## config.mk

```make
export PLATFORM = sky130hd
export DESIGN_NAME = pc_fetch_unit_flat
export DESIGN_NICKNAME = d
export VERILOG_FILES = /design/src/rtl/pc_fetch_if.sv /design/src/rtl/pc_fetch_unit.sv /design/src/flat_wrapper.sv
export SDC_FILE = /design/constraint.sdc
export NUM_CORES = 1
export LEC_CHECK = 0
export CAP_MARGIN = 15
export CORE_UTILIZATION = 25
export CTS_BUF_LIST = sky130_fd_sc_hd__clkbuf_4 sky130_fd_sc_hd__clkbuf_8
export CTS_CLUSTER_DIAMETER = 30
export DETAILED_ROUTE_END_ITERATION = 10
export PLACE_DENSITY = 0.48
export SLEW_MARGIN = 20
export SYNTH_ARGS = -nofsm -noshare
export SYNTH_HDL_FRONTEND = slang
export SYNTH_SLANG_ARGS = --single-unit
```

## constraint.sdc

```tcl
create_clock -name clk -period 10.1 [get_ports clk]
set_input_delay 3.03 -clock clk [delete_from_list [all_inputs] [get_ports clk]]
set_output_delay 3.03 -clock clk [all_outputs]
set_load 0.05 [all_outputs]
```

## src/rtl/pc_fetch_if.sv

```systemverilog
// Instruction-memory fetch channel: the fetch unit raises req/addr, memory answers with ack/rdata.
interface pc_fetch_if;
  logic        req;
  logic [31:0] addr;
  logic        ack;
  logic [31:0] rdata;

  modport master (output req, output addr, input ack, input rdata);
  modport slave  (input req, input addr, output ack, output rdata);
endinterface

```

## src/rtl/pc_fetch_unit.sv

```systemverilog
// Fetch stage: holds the PC, fetches each word over the imem channel, then selects the next PC
// from the decoder's pc_control after the EXEC phase. Misaligned targets and fetch timeouts halt.
module pc_fetch_unit #(
  parameter logic [31:0] RESET_PC = 32'h0000_0000,
  parameter int unsigned WAIT_MAX = 16,
  parameter int unsigned CNT_W    = 5
) (
  input  logic        clk,
  input  logic        rst,
  input  logic [2:0]  i_pc_control,
  input  logic [31:0] i_jr_target,
  input  logic        i_stall,
  pc_fetch_if.master  imem,
  output logic [31:0] o_instr,
  output logic        o_instr_valid,
  output logic [31:0] o_pc,
  output logic [31:0] o_pc_plus4,
  output logic [31:0] o_retired,
  output logic        o_fetch_err,
  output logic        o_misalign_err
);

  typedef enum logic [1:0] {
    ST_BOOT  = 2'd0,
    ST_FETCH = 2'd1,
    ST_EXEC  = 2'd2,
    ST_HALT  = 2'd3
  } state_t;

  localparam logic [CNT_W-1:0] CNT_LAST = CNT_W'(WAIT_MAX - 1);

  state_t           r_state, w_state_nxt;
  logic [31:0]      r_pc, w_pc_nxt;
  logic [31:0]      r_instr, w_instr_nxt;
  logic             r_instr_valid, w_instr_valid_nxt;
  logic             r_req, w_req_nxt;
  logic [CNT_W-1:0] r_cnt, w_cnt_nxt;
  logic [31:0]      r_retired, w_retired_nxt;
  logic             r_fetch_err, w_fetch_err_nxt;
  logic             r_misalign_err, w_misalign_err_nxt;
  logic [31:0]      w_pc_plus4;
  logic [31:0]      w_next_pc;

  assign w_pc_plus4 = r_pc + 32'd4;

  // Next-PC selection; all arithmetic wraps modulo 2^32.
  always_comb begin
    w_next_pc = w_pc_plus4;
    case (i_pc_control)
      3'b001:  w_next_pc = {w_pc_plus4[31:28], r_instr[25:0], 2'b00};
      3'b010:  w_next_pc = i_jr_target;
      3'b011:  w_next_pc = w_pc_plus4 + {{14{r_instr[15]}}, r_instr[15:0], 2'b00};
      default: w_next_pc = w_pc_plus4;
    endcase
  end

  // FSM next state and register next values; imem_req is registered so it follows the state.
  always_comb begin
    w_state_nxt        = r_state;
    w_pc_nxt           = r_pc;
    w_instr_nxt        = r_instr;
    w_instr_valid_nxt  = r_instr_valid;
    w_req_nxt          = 1'b0;
    w_cnt_nxt          = r_cnt;
    w_retired_nxt      = r_retired;
    w_fetch_err_nxt    = r_fetch_err;
    w_misalign_err_nxt = r_misalign_err;
    case (r_state)
      ST_BOOT: begin
        w_state_nxt = ST_FETCH;
        w_req_nxt   = 1'b1;
        w_cnt_nxt   = {CNT_W{1'b0}};
      end
      ST_FETCH: begin
        if (r_req && imem.ack) begin
          w_instr_nxt       = imem.rdata;
          w_instr_valid_nxt = 1'b1;
          w_cnt_nxt         = {CNT_W{1'b0}};
          w_state_nxt       = ST_EXEC;
        end else if (r_cnt == CNT_LAST) begin
          w_fetch_err_nxt = 1'b1;
          w_state_nxt     = ST_HALT;
        end else begin
          w_cnt_nxt = r_cnt + CNT_W'(1);
          w_req_nxt = 1'b1;
        end
      end
      ST_EXEC: begin
        if (i_stall) begin
          w_state_nxt = ST_EXEC;
        end else if (w_next_pc[1:0] != 2'b00) begin
          w_misalign_err_nxt = 1'b1;
          w_instr_valid_nxt  = 1'b0;
          w_state_nxt        = ST_HALT;
        end else begin
          w_pc_nxt          = w_next_pc;
          w_retired_nxt     = r_retired + 32'd1;
          w_instr_valid_nxt = 1'b0;
          w_req_nxt         = 1'b1;
          w_cnt_nxt         = {CNT_W{1'b0}};
          w_state_nxt       = ST_FETCH;
        end
      end
      ST_HALT: begin
        w_instr_valid_nxt = 1'b0;
        w_state_nxt       = ST_HALT;
      end
      default: begin
        w_state_nxt = ST_BOOT;
      end
    endcase
  end

  // State and datapath registers with asynchronous reset.
  always_ff @(posedge clk or posedge rst) begin
    if (rst) begin
      r_state        <= ST_BOOT;
      r_pc           <= RESET_PC;
      r_instr        <= 32'h0000_0000;
      r_instr_valid  <= 1'b0;
      r_req          <= 1'b0;
      r_cnt          <= {CNT_W{1'b0}};
      r_retired      <= 32'd0;
      r_fetch_err    <= 1'b0;
      r_misalign_err <= 1'b0;
    end else begin
      r_state        <= w_state_nxt;
      r_pc           <= w_pc_nxt;
      r_instr        <= w_instr_nxt;
      r_instr_valid  <= w_instr_valid_nxt;
      r_req          <= w_req_nxt;
      r_cnt          <= w_cnt_nxt;
      r_retired      <= w_retired_nxt;
      r_fetch_err    <= w_fetch_err_nxt;
      r_misalign_err <= w_misalign_err_nxt;
    end
  end

  assign imem.req       = r_req;
  assign imem.addr      = r_pc;
  assign o_instr        = r_instr;
  assign o_instr_valid  = r_instr_valid;
  assign o_pc           = r_pc;
  assign o_pc_plus4     = w_pc_plus4;
  assign o_retired      = r_retired;
  assign o_fetch_err    = r_fetch_err;
  assign o_misalign_err = r_misalign_err;

endmodule
```

## src/flat_wrapper.sv

```systemverilog
// flat-port wrapper written by rule: the top's interface ports become plain ports
module pc_fetch_unit_flat 
#(
  parameter logic [31:0] RESET_PC = 32'h0000_0000,
  parameter int unsigned WAIT_MAX = 16,
  parameter int unsigned CNT_W    = 5
)
  (clk, rst, i_pc_control, i_jr_target, i_stall, o_instr, o_instr_valid, o_pc, o_pc_plus4, o_retired, o_fetch_err, o_misalign_err, imem_req, imem_addr, imem_ack, imem_rdata);
  pc_fetch_if imem_i ();
  input  logic clk;
  input  logic rst;
  input  logic [2:0] i_pc_control;
  input  logic [31:0] i_jr_target;
  input  logic i_stall;
  output logic [31:0] o_instr;
  output logic o_instr_valid;
  output logic [31:0] o_pc;
  output logic [31:0] o_pc_plus4;
  output logic [31:0] o_retired;
  output logic o_fetch_err;
  output logic o_misalign_err;
  output wire logic [$bits(imem_i.req)-1:0] imem_req;
  output wire logic [$bits(imem_i.addr)-1:0] imem_addr;
  input wire logic [$bits(imem_i.ack)-1:0] imem_ack;
  input wire logic [$bits(imem_i.rdata)-1:0] imem_rdata;
  assign imem_req = imem_i.req;
  assign imem_addr = imem_i.addr;
  assign imem_i.ack = imem_ack;
  assign imem_i.rdata = imem_rdata;
  pc_fetch_unit #(.RESET_PC(RESET_PC), .WAIT_MAX(WAIT_MAX), .CNT_W(CNT_W)) u_core (.clk(clk), .rst(rst), .i_pc_control(i_pc_control), .i_jr_target(i_jr_target), .i_stall(i_stall), .imem(imem_i), .o_instr(o_instr), .o_instr_valid(o_instr_valid), .o_pc(o_pc), .o_pc_plus4(o_pc_plus4), .o_retired(o_retired), .o_fetch_err(o_fetch_err), .o_misalign_err(o_misalign_err));
endmodule
```

==> reports/qor.yml, run 1 <==
synthesis:
  yosysWarnings: 0
  synth_edf_count: 0
  ys_ff_latch: 107
  synth-async-reset-ratio_pct: 100.0
  netlist_instances: 858
  syn_area_sq_mm: 0.007680
  syn_area_per_cell_sq_um: 8.951
  synth_top_cell_area_share_pct: 34.86
  synth_cell_types: 70
  synth_seq_area_share_pct: 34.86
  synth_fp_nets: 969
  ys.flop_type: "dfrtp_1"
  synth_top_cell_by_area: "dfrtp_1"
  ys_top_cells_by_area: "dfrtp_1, xnor2_1, ha_1"
sta:
  hold_viol: 0
  setup-tns-final_ns: 0
  timing.final.crit_share_pct: 64.85
  tightest_slew_ns: 0.9317
  skew_ns: 0.01386
  slew_headroom_pct: 37.89
  setup_slack_ns: 3.550
  slew_viol_final: 0
  finalCriticalPeriod_ns: 6.550
  rsz0062_at_grt: "no"
  fmax_mhz: 152.7
  finalSetupViolCount: 0
finish:
  nNetsFinal: 1153
  post-route-util_pct: 34.70
  num-fill-cells: 3142
  syn_to_final_growth_pct: 35.35
  final_common_cell: "clkdlybuf4s50_1"
  finish.instance_area_sq_mm: 0.01040
  num_antenna_cells: 0
  drive_gt1_share_pct: 7.736
  layout_common_cells: "clkdlybuf4s50_1, dfrtp_1, nand2_1"
global_routing:
  grt_usage_pct: 17.51
  grt_pass1_vias: 7007
  grt_max_degree: 70
  grt_antenna_before_repair: 0
  grt_pass1_wl_mm: 41.88
  overflow: 0
clock_network:
  h-tree-depth: 3
  cts_num_sinks: 107
  hold_buffers: 0
  cts_setup_buffers: 0
  cts_tree: "yes"
  cts_buffer_depth: 2
  clk-insertion-delay-late_ns: 0.41
  clkTransAtPathRegs_ns: 0.14
  clock-root-buffer: "clkbuf_8"
  numCtsBuffers: 9
  ctsResizeCount: 0
critical_path:
  crit_type: "flip-flop to primary output"
  crit_chain: "ha_1 > nand4_1 > nor2_2 > nand2_1 > nor2_1 > nand3_1 > xnor2_1 > clkdlybuf4s50_1"
  cp.required_ns: 7.07
  crit_arrival_ns: 3.52
  crit_path_top_delay_cell: "clkdlybuf4s50_1"
  crit_buf_inv: 1
  cp-end-kind: "primary output"
  cp-start-kind: "flip-flop"
  critical-path-top-delay-family: "simple AND/OR/NAND/NOR gates"
  critPathMaxStageDelay_ns: 0.87
  worst-path-max-fanout: 7
placement:
  pre_cts_ws_ns: 3.881
  io_buffer_count: 234
  dpl.hpwl_mm: 20.89
  place_area_sq_mm: 0.01017
  gp_congestion: 0.8770
drt:
  num_vias: 7327
  first_pass_iters: 5
  routed_via_density: 5.099
  drc: 0
  antenna_left: 0
  drtIter0Drc: 509
  wl_mm: 27.71
  post_drt_wl_per_cell_microns: 19.28
power_and_ir_drop:
  total_power_w: 0.0008295
  powerDensity_mw_per_mm2: 79.80
  ir_worst_vdd_mv: 0.05116
  p_leak_nw: 4.399
die:
  die_w_microns: 177.3
  io_pins: 235
  core_sq_mm: 0.02995
  core.rowCount: 63
  start_util_pct: 25.64
  fp.dieH_microns: 177.3
  dieArea_sq_mm: 0.03142
run:
  cap_violations: 0
worst_hold_path:
  hp-class: "flip-flop to flip-flop"
outcome:
  status: "finished, final reports clean"
==> metrics by stage <==
| step | hold WS [ns] | cells |
|---|---|---|
| 6_report | 0.4759 | 1437 |
| 4_1_cts | 0.4838 | 1437 |
| 3_5_place_dp | 0.4521 | 1421 |
| 3_3_place_gp | 0.4458 | 1421 |
| 5_1_grt | 0.5135 | 1437 |
| 2_1_floorplan | 0.4485 | 858 |
==> worst paths after layout <==
kind                                             startpoint                               end  cells after the start  slack, ns
setup reg to reg           u_core.imem.addr[10]$_DFFE_PP0P_  u_core.imem.addr[31]$_DFFE_PP0P_                     14       5.86
max in group asynchronous                               rst    u_core.o_instr[20]$_DFFE_PP0P_                      3       5.73
min in group asynchronous                               rst     u_core.o_instr[0]$_DFFE_PP0P_                      2       3.03
hold / removal               u_core.o_fetch_err$_DFFE_PP0P_    u_core.o_fetch_err$_DFFE_PP0P_                      1       0.48
setup / recovery            u_core.imem.addr[2]$_DFFE_PP0P_                    o_pc_plus4[28]                      8       3.55
hold reg to reg              u_core.o_fetch_err$_DFFE_PP0P_    u_core.o_fetch_err$_DFFE_PP0P_                      1       0.48
==> synthesized netlist by cell type (all sizes together), types with 5 or more instances <==
library cell / number
inv: 22
mux2i: 6
nand4: 18
ha: 39
mux2: 33
a21oi: 51
nor2: 50
a222oi: 5
a22o: 6
a22oi: 13
a31oi: 14
o22ai: 14
and3: 18
xor2: 28
dfrtp: 107
xnor2: 57
a21o: 14
o21ai: 71
nand2: 91
and4: 5
nor2b: 12
o211ai: 11
buf: 45
clkbuf: 27
nand3: 34
nor3: 9
==> state kept, by name (all words and copies together), names as in the netlist <==
name,flops
u_core.imem.addr,32
u_core.imem.req,1
u_core.o_fetch_err,1
u_core.o_instr,32
u_core.o_instr_valid,1
u_core.o_misalign_err,1
u_core.o_retired,32
u_core.r_cnt,5
u_core.r_state,2
==> worst register-to-register path, delay by kind of cell, from the launching register on <==
kind	cells	cell delay [ns]
compound gates	5	1.38
simple gates	6	1.32
flops	1	0.55
fa+ha+maj	1	0.43
mux	1	0.23
xor+xnor	1	0.22
==> per-layer routing <==
metal	global-route usage [%]	wire length, microns	up-vias
li1	-	-	3441
met5	0	0	-
met2	26.32	11950	305
met4	7.123	816	0
met1	24.17	12760	3541
met3	3.716	2180	40
==> where the power goes <==
group          internal (W)  total [W]  leakage, nW  switching, W
logic             0.0000377  0.0000835         2.81     0.0000458
clock network      0.000125   0.000315        0.114      0.000190
registers          0.000429   0.000431         1.47    0.00000169
total              0.000592   0.000829         4.40      0.000237
==> logic make-up (layout without fill, tap and decap cells) <==
kind of cell / Yosys count / in the layout / share of synthesized area, %
buf+inv: 94 / 283 / 6.631
fa+ha+maj: 40 / 40 / 6.615
mux: 39 / 39 / 5.621
flops: 107 / 107 / 34.86
simple gates: 252 / 252 / 16.42
xor+xnor: 85 / 85 / 9.694
compound gates: 241 / 241 / 20.15
==> final cells by class <==
cell class / count / area [sq um] / area share, %
Sequential cell: 107 / 2678 / 25.76
Inverter: 22 / 85.08 / 0.8185
Clock inverter: 7 / 100.1 / 0.9629
Timing Repair Buffer: 245 / 2425 / 23.33
Multi-Input combinational cell: 657 / 4496 / 43.25
Tap cell: 390 / 488.0 / 4.694
Clock buffer: 9 / 123.9 / 1.192
No activity file was read; power rests on OpenSTA's default activity.
==> run 2: changes to the inputs <==
PLACE_DENSITY = 0.5   (was 0.48)
clock period = 5.5 ns   (was 10.1 ns; I/O delays follow)
==> reports/qor.yml, run 2 (synthesis gave the netlist of run 1 again) <==
die:
  fp.dieH_microns: 177.3
  die_w_microns: 177.3
  io_pins: 235
  core.rowCount: 63
  core_sq_mm: 0.02995
  start_util_pct: 25.64
  dieArea_sq_mm: 0.03142
critical_path:
  cp-end-kind: "primary output"
  crit_type: "flip-flop to primary output"
  critical-path-top-delay-family: "simple AND/OR/NAND/NOR gates"
  crit_chain: "ha_1 > nand4_1 > nor2_2 > nand2_1 > nor2_1 > nand3_1 > xnor2_1 > clkdlybuf4s50_1"
  reg2reg_from: "u_core.imem.addr[2]$_DFFE_PP0P_"
  worst-path-max-fanout: 7
  cp.required_ns: 3.85
  cp.depth: 8
  crit_path_top_delay_cell: "clkdlybuf4s50_1"
  worstRegToRegCells: 14
  cp-endpoint: "o_pc_plus4[28]"
  crit_buf_inv: 1
  r2r-end: "u_core.imem.addr[31]$_DFFE_PP0P_"
  cp-start-kind: "flip-flop"
  r2r_slack_ns: 1.17
  critical_path.startpoint: "u_core.imem.addr[2]$_DFFE_PP0P_"
  crit_arrival_ns: 3.46
  critPathMaxStageDelay_ns: 0.86
sta:
  fmax_mhz: 195.6
  hold_ws_ns: 0.4713
  hold_viol: 0
  setup-tns-final_ns: 0
  finalCriticalPeriod_ns: 5.112
  tightest_slew_ns: 0.8658
  skew_ns: 0.02484
  rsz0062_at_grt: "no"
  finalSetupViolCount: 0
  timing.final.crit_share_pct: 92.95
  slew_viol_final: 0
  slew_headroom_pct: 42.28
outcome:
  status: "finished, final reports clean"
finish:
  layout_common_cells: "clkdlybuf4s50_1, dfrtp_1, nand2_1"
  finish.instance_area_sq_mm: 0.01041
  nNetsFinal: 1159
  num_antenna_cells: 0
  final_common_cell: "clkdlybuf4s50_1"
  syn_to_final_growth_pct: 35.58
  drive_gt1_share_pct: 8.262
  instances_no_fill: 1443
placement:
  io_buffer_count: 234
  gp_congestion: 0.8947
  place_area_sq_mm: 0.01023
  dp_cells: 1427
  dpl.hpwl_mm: 21.57
clock_network:
  cts_num_sinks: 107
  ctsResizeCount: 0
  hold_buffers: 0
  cts_tree: "yes"
  numCtsBuffers: 9
  clk-insertion-delay-late_ns: 0.40
  h-tree-depth: 3
  clock-root-buffer: "clkbuf_8"
  clkTransAtPathRegs_ns: 0.12
  cts_buffer_depth: 2
  cts_setup_buffers: 0
power_and_ir_drop:
  total_power_w: 0.001446
  powerDensity_mw_per_mm2: 138.9
  p_leak_nw: 4.414
  ir_worst_vdd_mv: 0.08862
global_routing:
  grt_pass1_vias: 6933
  grt_max_degree: 65
  grt_pass1_wl_mm: 41.92
  overflow: 0
  grt_antenna_before_repair: 0
  grt_usage_pct: 17.72
drt:
  first_pass_iters: 6
  num_vias: 7283
  drc: 0
  drtIter0Drc: 453
  antenna_left: 0
  routed_via_density: 5.047
  wl_mm: 28.01
  post_drt_wl_per_cell_microns: 19.41
run:
  cap_violations: 0
worst_hold_path:
  hp-start: "u_core.o_misalign_err$_DFFE_PP0P_"
  hp-class: "flip-flop to flip-flop"
==> run 2: cell types whose count changed in the layout (fill, tap and decap cells not counted) <==
cell / previous run / this run
clkinv_8: 1 / 0
clkinv_2: 0 / 1
buf_4: 11 / 16
inv_8: 4 / 1
buf_12: 0 / 1
bufinv_16: 1 / 0
clkinv_4: 0 / 4
==> run 2: final cells by class <==
class,count,area [sq um]
Inverter,22,85.08
Clock buffer,9,123.9
Clock inverter,7,60.06
Sequential cell,107,2678
Multi-Input combinational cell,657,4496
Fill cell,3131,19540
Tap cell,390,488.0
Timing Repair Buffer,251,2482
==> run 2: stage by stage <==
| stage | util (%) | setup WS, ns |
|---|---|---|
| 6_report | 34.76 | 0.3875 |
| 5_1_grt | 34.76 | 0.08656 |
| 4_1_cts | 34.76 | 0.3543 |
| 3_5_place_dp | 34.15 | 0.8001 |
| 3_3_place_gp | 34.15 | 0.8636 |
| 2_1_floorplan | - | 0.8660 |
==> run 2: worst min-delay path by stage <==
stage / endpoint / slack [ns] / cells past startpoint
2_1_floorplan: u_core.r_cnt[4]$_DFFE_PP0P_ / 0.45 / 2
3_5_place_dp: u_core.o_misalign_err$_DFFE_PP0P_ / 0.45 / 1
3_3_place_gp: u_core.o_misalign_err$_DFFE_PP0P_ / 0.44 / 1
6_report: u_core.o_misalign_err$_DFFE_PP0P_ / 0.47 / 1
4_1_cts: u_core.o_misalign_err$_DFFE_PP0P_ / 0.48 / 1
5_1_grt: u_core.o_misalign_err$_DFFE_PP0P_ / 0.49 / 1
==> run 2: layer usage <==
layer	up-vias	GRT usage (%)	part of all wire, %
met5	-	0	0
met3	25	4.768	8.0
met2	276	27.88	45
met1	3531	23.78	45
li1	3451	-	-
met4	0	4.665	1.6
==> run 2: worst register-to-register path: stages (launching register included) <==
cell	delay (ns)
dfrtp_1	0.46
ha_1	0.24
nand4_1	0.22
nor3_1	0.63
nand3_1	0.25
xnor2_1	0.33
ha_1	0.38
a21oi_1	0.24
o21ai_0	0.25
a21oi_1	0.19
o211ai_1	0.24
a21oi_1	0.34
o21ai_0	0.23
mux2i_1	0.21
nand2_1	0.07
==> run 2: power breakdown <==
group | switching [W] | leakage [nW] | internal [W]
clock network | 0.000326 | 0.0957 | 0.000173
logic | 0.0000840 | 2.84 | 0.0000721
registers | 0.00000299 | 1.47 | 0.000788
total | 0.000413 | 4.41 | 0.00103
